## src/rtl/timer_irq_source.sv

```systemverilog
// timer_irq_source: memory-mapped down-counting timer that drives one
// interrupt request line.
//
// Ports:
//   clk    in           system clock, all state updates on the rising edge
//   reset  in           synchronous active-high reset, clears all state
//   addr   in  [1:0]    word select: 0 = CTRL, 1 = PRESET, 2 = COUNT, 3 = reserved
//   we     in           write enable, sampled on the rising edge
//   din    in  [W-1:0]  write data
//   dout   out [W-1:0]  read data, combinational from addr
//   irq    out          interrupt request, flag & IM (driven from flops only)
//
// CTRL layout: bit0 En, bits2:1 Mode (01 = auto-reload, others one-shot),
// bit3 IM. Upper CTRL bits are not stored and read back as 0.
module timer_irq_source #(
  parameter int unsigned WIDTH = 32
) (
  input  logic             clk,
  input  logic             reset,
  input  logic [1:0]       addr,
  input  logic             we,
  input  logic [WIDTH-1:0] din,
  output logic [WIDTH-1:0] dout,
  output logic             irq
);

  localparam int unsigned CTRL_W = 4;

  localparam logic [1:0] ADDR_CTRL   = 2'd0;
  localparam logic [1:0] ADDR_PRESET = 2'd1;
  localparam logic [1:0] ADDR_COUNT  = 2'd2;

  localparam logic [1:0] MODE_RELOAD = 2'b01;

  typedef enum logic [1:0] {
    ST_IDLE,
    ST_LOAD,
    ST_CNT,
    ST_INT
  } state_e;

  state_e              state_q, state_d;
  logic [CTRL_W-1:0]   ctrl_q, ctrl_d;
  logic [WIDTH-1:0]    preset_q, preset_d;
  logic [WIDTH-1:0]    count_q, count_d;
  logic                flag_q, flag_d;

  logic                en;
  logic                im;
  logic                auto_reload;

  assign en          = ctrl_q[0];
  assign im          = ctrl_q[3];
  assign auto_reload = (ctrl_q[2:1] == MODE_RELOAD);

  // State registers
  always_ff @(posedge clk) begin
    if (reset) begin
      state_q  <= ST_IDLE;
      ctrl_q   <= '0;
      preset_q <= '0;
      count_q  <= '0;
      flag_q   <= 1'b0;
    end else begin
      state_q  <= state_d;
      ctrl_q   <= ctrl_d;
      preset_q <= preset_d;
      count_q  <= count_d;
      flag_q   <= flag_d;
    end
  end

  // Next-state: timer sequencing first, bus writes applied last so they win
  always_comb begin
    state_d  = state_q;
    ctrl_d   = ctrl_q;
    preset_d = preset_q;
    count_d  = count_q;
    flag_d   = flag_q;

    case (state_q)
      ST_IDLE: begin
        if (en) begin
          state_d = ST_LOAD;
        end
      end
      ST_LOAD: begin
        count_d = preset_q;
        state_d = ST_CNT;
      end
      ST_CNT: begin
        if (!en) begin
          state_d = ST_IDLE;
        end else if (count_q <= WIDTH'(1)) begin
          // Preset 0 and 1 both expire after a single counting cycle
          count_d = '0;
          flag_d  = 1'b1;
          state_d = ST_INT;
        end else begin
          count_d = count_q - WIDTH'(1);
        end
      end
      ST_INT: begin
        if (auto_reload) begin
          flag_d  = 1'b0;
          state_d = ST_LOAD;
        end else begin
          ctrl_d[0] = 1'b0;
          state_d   = ST_IDLE;
        end
      end
      default: begin
        state_d = ST_IDLE;
      end
    endcase

    if (we) begin
      case (addr)
        ADDR_CTRL: begin
          ctrl_d = din[CTRL_W-1:0];
          flag_d = 1'b0;
        end
        ADDR_PRESET: begin
          preset_d = din;
          flag_d   = 1'b0;
        end
        default: begin
        end
      endcase
    end
  end

  // Read mux
  always_comb begin
    dout = '0;
    case (addr)
      ADDR_CTRL:   dout = WIDTH'(ctrl_q);
      ADDR_PRESET: dout = preset_q;
      ADDR_COUNT:  dout = count_q;
      default:     dout = '0;
    endcase
  end

  assign irq = flag_q & im;

endmodule

```

## config.mk

```make
export PLATFORM = sky130hd
export DESIGN_NAME = timer_irq_source
export DESIGN_NICKNAME = d
export VERILOG_FILES = /design/src/rtl/timer_irq_source.sv
export SDC_FILE = /design/constraint.sdc
export NUM_CORES = 1
export LEC_CHECK = 0
export BUFFER_PORTS_ARGS = -buffer_cell sky130_fd_sc_hd__buf_2
export CAP_MARGIN = 20
export CORE_MARGIN = 2
export CORE_UTILIZATION = 35
export CTS_CLUSTER_DIAMETER = 200
export DETAILED_ROUTE_END_ITERATION = 16
export SYNTH_ARGS = -nofsm -noshare
export SYNTH_HDL_FRONTEND = slang
export SYNTH_SLANG_ARGS = --single-unit
export TNS_END_PERCENT = 20
```

## constraint.sdc

```tcl
create_clock -name clk -period 3 [get_ports clk]
set_input_delay 0.6 -clock clk [delete_from_list [all_inputs] [get_ports clk]]
set_output_delay 0.6 -clock clk [all_outputs]
set_load 0.05 [all_outputs]
```

## Word level (Yosys, flattened, before mapping)

Cells that the tools add are included.

| cells by class | value |
|---|---|
| $add $sub $neg | 1 |
| multiply operators | 0 |
| div/mod/pow operators | 0 |
| magnitude comparators | 1 |
| equality and inequality tests | 9 |
| shifts and indexed selects | 0 |
| mux-type cells | 19 |
| bitwise operators | 1 |
| reduce and logical (&&, ||, !) cells | 8 |

Operators by type and width:

| kind | number |
|---|---|
| 32-bit case mux with 3 select lines | 1 |
| 32-bit two-way mux | 2 |
| 32-bit case mux with 2 select lines | 1 |
| 32-bit by 1-bit less-or-equal comparator with 1-bit output, second input constant | 1 |
| 32-bit by 1-bit subtractor with 32-bit output, second input constant | 1 |
| 1-bit two-way mux | 10 |
| 2-bit case mux with 4 select lines | 1 |
| 2-bit AND reduction | 4 |
| 2-bit by 1-bit == test with 1-bit output, second input constant | 3 |
| 2-bit == test, second input constant | 3 |
| 2-bit two-way mux | 3 |
| 2-bit logical NOT | 2 |
| 2-bit != test, second input constant | 2 |
| 3-bit != test, second input constant | 1 |
| 1-bit case mux with 2 select lines | 1 |
| 2-bit nonzero test | 1 |
| 2-bit OR reduction | 1 |
| 1-bit AND | 1 |

| word-level totals | value |
|---|---|
| register bits after elaboration | 71 |
| bits in latches | 0 |
| bits in writable memories | 0 |
| memory bits (read-only) | 0 |
| output and inout bits | 33 |
| logic and storage cells | 45 |
| memories kept | 0 |

## Depth between registers and ports, before layout

Gate-level depths: netlist of the first run.

| depth | value |
|---|---|
| depth after elaboration | 6 |
| depth in mapped cells | 8 |

## Worst setup path after synthesis of the first run

No wires, ideal clock.

| path | value |
|---|---|
| path type | input -> output |
| start | in addr[1] |
| end | out dout[10] |
| data arrival time | 2.066 ns |
| required time | 2.400 ns |
| setup slack | 0.334 ns |
| stages on the path | 5 |
| buffers on the path | 3 |
| path through | clkbuf_1 -> nor2b_1 -> clkbuf_1 -> clkbuf_1 -> a22o_1 |

| on the way | value |
|---|---|
| word-level cells in the longest chain between the ends | 2 |
| elaborated cells on any way between the ends | 4 |
| those cells by class | 2 x eq/ne; 1 x mux; 1 x reduce/logical |

RTL lines:

| what | line | RTL |
|---|---|---|
| start, declared | 20 | `input logic [1:0] addr,` |
| 2-bit == test (tied with other cells) | 136 | `case (addr)` |
| 32-bit case mux with 3 select lines * | 136 |  |
| end, declared | 23 | `output logic [WIDTH-1:0] dout,` |

Mark *: on every way between the ends. The rest lies on a longest branch, timed or not.

## Worst setup path after layout of the first run

| path | value |
|---|---|
| start | reg count_q[8] |
| end | reg count_q[28] |

| on the way | value |
|---|---|
| word-level cells in the longest chain between the ends | 4 |
| elaborated cells on any way between the ends | 5 |
| those cells by class | 1 x add/sub; 1 x order compare; 3 x mux |

RTL lines:

| what | line | RTL |
|---|---|---|
| start, declared | 45 | `logic [WIDTH-1:0] count_q, count_d;` |
| start signal, assigned | 68 | `count_q <= count_d;` |
| 32-bit by 1-bit subtractor with 32-bit output / 32-bit by 1-bit less-or-equal comparator with 1-bit output (equally long branches) | 100, 94 |  |
| 32-bit two-way mux * | 94 | `end else if (count_q <= WIDTH'(1)) begin` |
| 32-bit two-way mux * | 92 | `if (!en) begin` |
| 32-bit case mux with 2 select lines * | 81 | `case (state_q)` |

Mark *: on every way between the ends. The rest lies on a longest branch, timed or not. The select of a mux whose other input is x is not followed.
A chain may end at the register's enable or synchronous reset.

==> run_results.csv, run 1 <==
group,metric,value,unit
worst_setup_path,cp-start-kind,"register",
floorplanning,rows,39,
sta,final_max_slew_viol_count,0,
sta,tightest_slew,821.4,ps
finish,final_nets,629,
grt,grt_overflow,0,
pwr,power_leakage,1.886,nW
route,viasPerCell,5.854,
placement,place_ws,545.6,ps
synthesis,netlist_area,4040,um^2
route,first_iter_violations,311,
floorplanning,dieHeight,111.4,um
finish,register_area,1421,um^2
placement,io_buffers,69,
clock_network,htreeDepth,3,
clock_network,post_cts_resized,0,
floorplanning,core,11320,um^2
clock_network,postCtsSetupRepairBufs,0,
clock_network,cts.root.buffer_cell,"clkbuf_16",
clock_network,clk_latency,330,ps
synthesis,ys_ff_latch,71,
sta,slew_headroom,45.10,%
sta,rsz0062_at_grt,"no",
worst_setup_path,worst-path-max-fanout,9,
finish,final_common_cell,"nand2_1",
route,dr.pass1.iters,7,
route,drt-total-wl,13000,um
hold_path,hold_class,"register to register",
finish,fin_cells,738,
floorplanning,initial_core_util,35.69,%
finish,drive_above_1_share,18.66,%
clock_network,cts_buffers,9,
floorplanning,dieArea,12420,um^2
worst_setup_path,crit_type,"register to register",
sta,hold_viol,0,
route,routedWlPerCell,17.62,um
grt,antenna_found_initial,0,
pwr,ir_worst_vdd,269.2,uV
placement,dp_hpwl,8655,um
synthesis,avgSynthCellArea,7.440,um^2
synthesis,synth_nets,582,
sta,fin_skew,7.228,ps
finish,antenna_cells,0,
clock_network,cts_tree,"done",
run_status,status,"finished, final reports clean",
clock_network,path_clk_slew,60,ps
finish,fill_cells,1189,
synthesis,ys.flop_type,"dfxtp_1",
synthesis,synth_cells,543,
route,drc,0,
sta,min_period_over_period,84.86,%
floorplanning,io_pins,70,
grt,grt_pass1_wl,20960,um
worst_setup_path,critPathArrivalTime,2740,ps
worst_setup_path,end_kind,"register",
finish,layout_common_cells,"nand2_1, dfxtp_1, buf_2",
grt,grt_util_all_layers,20.66,%
synthesis,ys_seq_area_share,35.18,%
clock_network,clk_path_buf_depth,2,
clock_network,clock-sinks,71,
route,vias,4320,
floorplanning,die_w,111.4,um
placement,gp_congestion,0.8741,
sta,setup_ws,454.3,ps
route,ant_nets,0,
synthesis,yosys_warnings,0,
synthesis,synth_edf_count,0,
grt,grt_pass1_vias,4103,
clock_network,cts_hold_buf,0,
grt,grt_start_max_net_pins,35,
sta,setup_viol,0,
pwr,pwr_density_cell,547.4,nW/um^2
sta,max_freq,392.8,MHz
finish,area_growth_syn_to_layout,19.60,%
sta,fin_crit,2546,ps
finish,multi_input_area,2392,um^2
flow_run,cap_violations,0,
sta,hold_ws,471.1,ps
synthesis,async_flop_share,0,%
synthesis,ys_types,50,
placement,place_inst,722,
sta,tns,0,ps
pwr,total_power,0.002645,W
worst_setup_path,cp.required,3200,ps
[synthesized netlist by cell type (2+ instances only)]
master	number	area, um^2
or3_1	4	25.02
clkbuf_1	45	168.9
mux2i_1	8	80.08
o211ai_1	2	15.01
a2111oi_0	4	35.03
nand3_1	24	120.1
a211oi_1	21	157.7
a32oi_1	2	17.52
dfxtp_1	71	1421
buf_6	2	22.52
nor4_1	10	62.56
a22o_1	28	245.2
and3_1	3	18.77
a311oi_1	3	26.28
nand4_1	9	56.30
a21oi_1	52	260.3
o311ai_0	2	17.52
nor4_2	3	37.54
nand2b_1	3	18.77
o31ai_1	4	30.03
buf_2	2	10.01
inv_1	8	30.03
ha_1	2	25.02
nor3_1	12	60.06
or2_2	2	12.51
a221oi_1	2	17.52
a31oi_1	5	31.28
nor2b_1	6	37.54
xnor2_1	7	61.31
or4_4	2	22.52
o21ai_0	34	170.2
and2_1	4	25.02
or4_1	3	22.52
nand2_1	88	330.3
a21boi_0	5	37.54
o21bai_1	3	22.52
nor2_1	45	168.9
[final timing paths]
kind / depth (start not counted) / start / end / slack, ps
max: 5 / count_q[8] / count_q[28] / 450
min: 2 / preset_q[8] / preset_q[8] / 470
max reg2reg: 5 / count_q[8] / count_q[28] / 450
min reg2reg: 2 / preset_q[8] / preset_q[8] / 470
[power breakdown]
group          leakage (nW)  switching [W]  internal (W)
Sequential            0.575      0.0000339      0.000970
Clock                 0.169       0.000398      0.000819
Combinational          1.14       0.000285      0.000139
[sequential cells by signal (all words and copies together), names as in the netlist]
signal and count:
count_q 32, flag_q 1, ctrl_q 4, preset_q 32, state_q 2
[metrics by stage]
step                      area (um^2)  utilization [%]
after detailed placement         4488            39.64
after global placement           4488            39.64
after floorplan                  4040                -
after CTS                        4832            42.68
final                            4832            42.68
after global routing             4832            42.68
[final cells by class]
| class | count | area share, % |
|---|---|---|
| clock inverters | 2 | 1.243 |
| multi-input cells | 415 | 49.51 |
| clock buffers | 14 | 5.878 |
| inverters | 8 | 0.6214 |
| well taps | 143 | 3.703 |
| repair buffers | 85 | 9.632 |
| flip-flops and latches | 71 | 29.41 |
[metal layers]
metal | vias up | track usage (%) | part of all wire, %
met1 | 2046 | 28.41 | 46
li1 | 2076 | - | -
met2 | 161 | 31.67 | 45
met4 | 0 | 9.712 | 2.8
met3 | 37 | 3.484 | 5.5
met5 | - | 0 | 0
[cell families after synthesis]
| kind of cell | count (synthesis) | synth area share, % |
|---|---|---|
| simple gates | 225 | 26.79 |
| compound gates | 173 | 28.18 |
| flops | 71 | 35.18 |
| buf+inv | 57 | 5.729 |
| mux | 8 | 1.982 |
| xor+xnor | 7 | 1.518 |
| fa+ha+maj | 2 | 0.6193 |
[worst max-delay path, cell delays in order, from the launching register on]
cell	delay, ps
dfxtp_1	380
nor4_2	700
nand3_1	490
nor3_1	310
xnor2_1	90
a2111oi_0	430
Power figures use the tool's default switching activity.
==> run 2, diff against run 1 <==
--- a/config.mk
+++ b/config.mk
@@ -5,6 +5,7 @@
 export SDC_FILE = /design/constraint.sdc
 export NUM_CORES = 1
 export LEC_CHECK = 0
+export ABC_AREA = 1
 export BUFFER_PORTS_ARGS = -buffer_cell sky130_fd_sc_hd__buf_2
 export CAP_MARGIN = 20
 export CORE_MARGIN = 2
==> constraint.sdc (replaced) <==
create_clock -name clk -period 2.2 [get_ports clk]
set_input_delay 0.44 -clock clk [delete_from_list [all_inputs] [get_ports clk]]
set_output_delay 0.44 -clock clk [all_outputs]
set_load 0.05 [all_outputs]
==> run 2 against run 1 <==
Effect of this change:
- wire length fell by 3.7%
- synthesized cell count rose by 17%
- global-route usage fell by 0.25 points
- combinational power rose to 4.0 times the previous value
- largest power group is now combinational logic
==> run_results.csv, run 2 <==
group,metric,value,unit
floorplanning,die_w,113.6,um
clock_network,htreeDepth,3,
sta,setup_ws,225.8,ps
grt,gr-usage-met2,34.21,%
clock_network,cts_buffers,9,
clock_network,clk_latency,340,ps
finish,area_growth_syn_to_layout,18.68,%
pwr,switching_power,0.001849,W
worst_setup_path,cp-start-kind,"register",
floorplanning,dieHeight,113.6,um
sta,rsz0062_at_grt,"no",
pwr,power_leakage,2.157,nW
sta,tightest_slew,414.6,ps
pwr,internal_power,0.002723,W
grt,grt.met3_usage,4.942,%
worst_setup_path,cp.required,2430,ps
clock_network,cts_tree,"done",
finish,stdcell_area,4991,um^2
route,vias,4363,
placement,place_inst,835,
route,dr.pass1.iters,4,
sta,final_max_slew_viol_count,0,
clock_network,postCtsSetupRepairBufs,0,
clock_network,cts.root.buffer_cell,"clkbuf_16",
pwr,total_power,0.004572,W
route,viasPerCell,5.127,
worst_setup_path,slowest_delay,330,ps
route,first_iter_violations,191,
synthesis,ys_ff_latch,71,
sta,setup_viol,0,
finish,final_nets,738,
finish,fill_cells,1266,
worst_setup_path,end_kind,"register",
sta,max_freq,506.5,MHz
worst_setup_path,rr_startpoint,"count_q[0]",
floorplanning,dieArea,12910,um^2
finish,final_common_cell,"o21ai_0",
grt,grt_util_all_layers,20.41,%
sta,min_period_over_period,89.74,%
pwr,switching_share,40.44,%
worst_setup_path,critPathArrivalTime,2200,ps
hold_path,hold_class,"primary input to register",
pwr,power_frac_clock,30.0,%
worst_setup_path,startpoint,"count_q[0]",
synthesis,netlist_area,4205,um^2
synthesis,synth_top_area_share,33.80,%
synthesis,ys_seq_area_share,33.80,%
finish,final_util,42.08,%
synthesis,yosysMostFrequentCell,"o21ai_0",
pwr,ir_worst_vdd,376.5,uV
route,drt-total-wl,12520,um
synthesis,synth_edf_count,0,
grt,grt_overflow,0,
clock_network,clock-sinks,71,
worst_setup_path,crit_chain,"inv_1 > ha_1 > inv_1 > nor2_1 > nand3_1 > nor2_1 > nand3_1 > nand3_2 > a21oi_1",
sta,slew_headroom,72.36,%
placement,gp_congestion,0.9323,
placement,io_buffers,69,
finish,reg.largest.list,"count_q (32), preset_q (32), ctrl_q (4)",
floorplanning,rows,40,
placement,placed_cell_area,4713,um^2
floorplanning,initial_core_util,35.45,%
worst_setup_path,crit_type,"register to register",
clock_network,clk_path_buf_depth,2,
synthesis,synth.area.top_cells,"dfxtp_1, o21ai_0, a21oi_1, inv_1, nand2_1",
pwr,comb_power_share,37.3,%
grt,grt_pass1_vias,4188,
finish,layout_common_cells,"o21ai_0, inv_1, nand2_1",
clock_network,cts_hold_buf,0,
route,routedWlPerCell,14.71,um
worst_setup_path,worst-path-max-fanout,5,
placement,dp_hpwl,9192,um
finish,antenna_cells,0,
synthesis,ys_types,28,
synthesis,synth_common_cells,"o21ai_0, inv_1, nand2_1",
finish,drive_above_1_share,20.31,%
synthesis,synth_nets,674,
pwr,pwr-share-seq,32.7,%
route,drc,0,
grt,met1_usage,25.31,%
synthesis,ys.flop_type,"dfxtp_1",
floorplanning,core,11860,um^2
synthesis,avgSynthCellArea,6.622,um^2
finish,fin_cells,851,
synthesis,yosysTopAreaCell,"dfxtp_1",
route,ant_nets,0,
grt,antenna_found_initial,0,
hold_path,hp-start,"reset",
sta,fin_crit,1974,ps
placement,place_ws,256.6,ps
synthesis,async_flop_share,0,%
synthesis,synth_cells,635,
synthesis,yosys_warnings,0,
floorplanning,io_pins,70,
flow_run,cap_violations,0,
worst_setup_path,crit_path_top_delay_cell,"nor2_1",
sta,fin_skew,4.295,ps
run_status,status,"finished, final reports clean",
clock_network,path_clk_slew,50,ps
sta,hold_viol,0,
pwr,pwr_density_cell,916.0,nW/um^2
grt,grt_pass1_wl,20730,um
grt,grt_start_max_net_pins,42,
clock_network,post_cts_resized,0,
grt,top_usage_layer,"met2",
## run 2: layer usage
layer,wire length [um],part of all wire [%]
met1,5732,46
met4,320,2.6
met5,0,0
met2,5823,47
met3,637,5.1
## run 2: cells by family after synthesis
logic type,count (synthesis),synth area share (%)
flip-flops,71,33.80
XOR/XNOR,7,1.458
AND/OR/NAND/NOR,213,24.67
adder cells (fa/ha/maj),2,0.5950
AO/OA/AOI/OAI,217,27.46
buffers and inverters,125,12.02
## run 2: metrics by stage
stage | TNS [ps] | hold WS [ps]
detailed placement | 0 | 458.5
floorplan | -1213 | 439.0
finish | 0 | 281.6
CTS | 0 | 269.9
global placement | 0 | 454.4
global route | 0 | 279.4
## run 2: power by group through the flow
stage	Sequential [W]	Clock, W	Combinational, W
floorplan	0.00149	0	0.00125
global placement	0.00152	0	0.00169
detailed placement	0.00152	0	0.00171
CTS	0.00149	0.00141	0.00172
global route	0.00151	0.00145	0.00192
finish	0.00150	0.00137	0.00170
## run 2: worst max-delay path: cells and delay by family, from the launching register on
family | cells | cell delay (ps)
fa+ha+maj | 1 | 260
flops | 1 | 320
buf+inv | 2 | 240
compound gates | 1 | 60
simple gates | 5 | 980
## run 2: area by class of cell
type                            instances  area [um^2]  share of cell area (%)
Multi-Input combinational cell        439         2281                   45.70
Sequential cell                        71         1421                   28.48
Timing Repair Buffer                   85        478.0                   9.576
Inverter                               93        349.1                   6.994
Clock buffer                           13        260.3                   5.214
Tap cell                              147        183.9                   3.685
Clock inverter                          3        17.52                  0.3510
## run 2: path summary, 6_finish.rpt
check | to | slack (ps) | cells after the start
max | count_q[22] | 230 | 9
min | state_q[1] | 280 | 2
max reg2reg | count_q[22] | 230 | 9
min reg2reg | preset_q[25] | 460 | 2
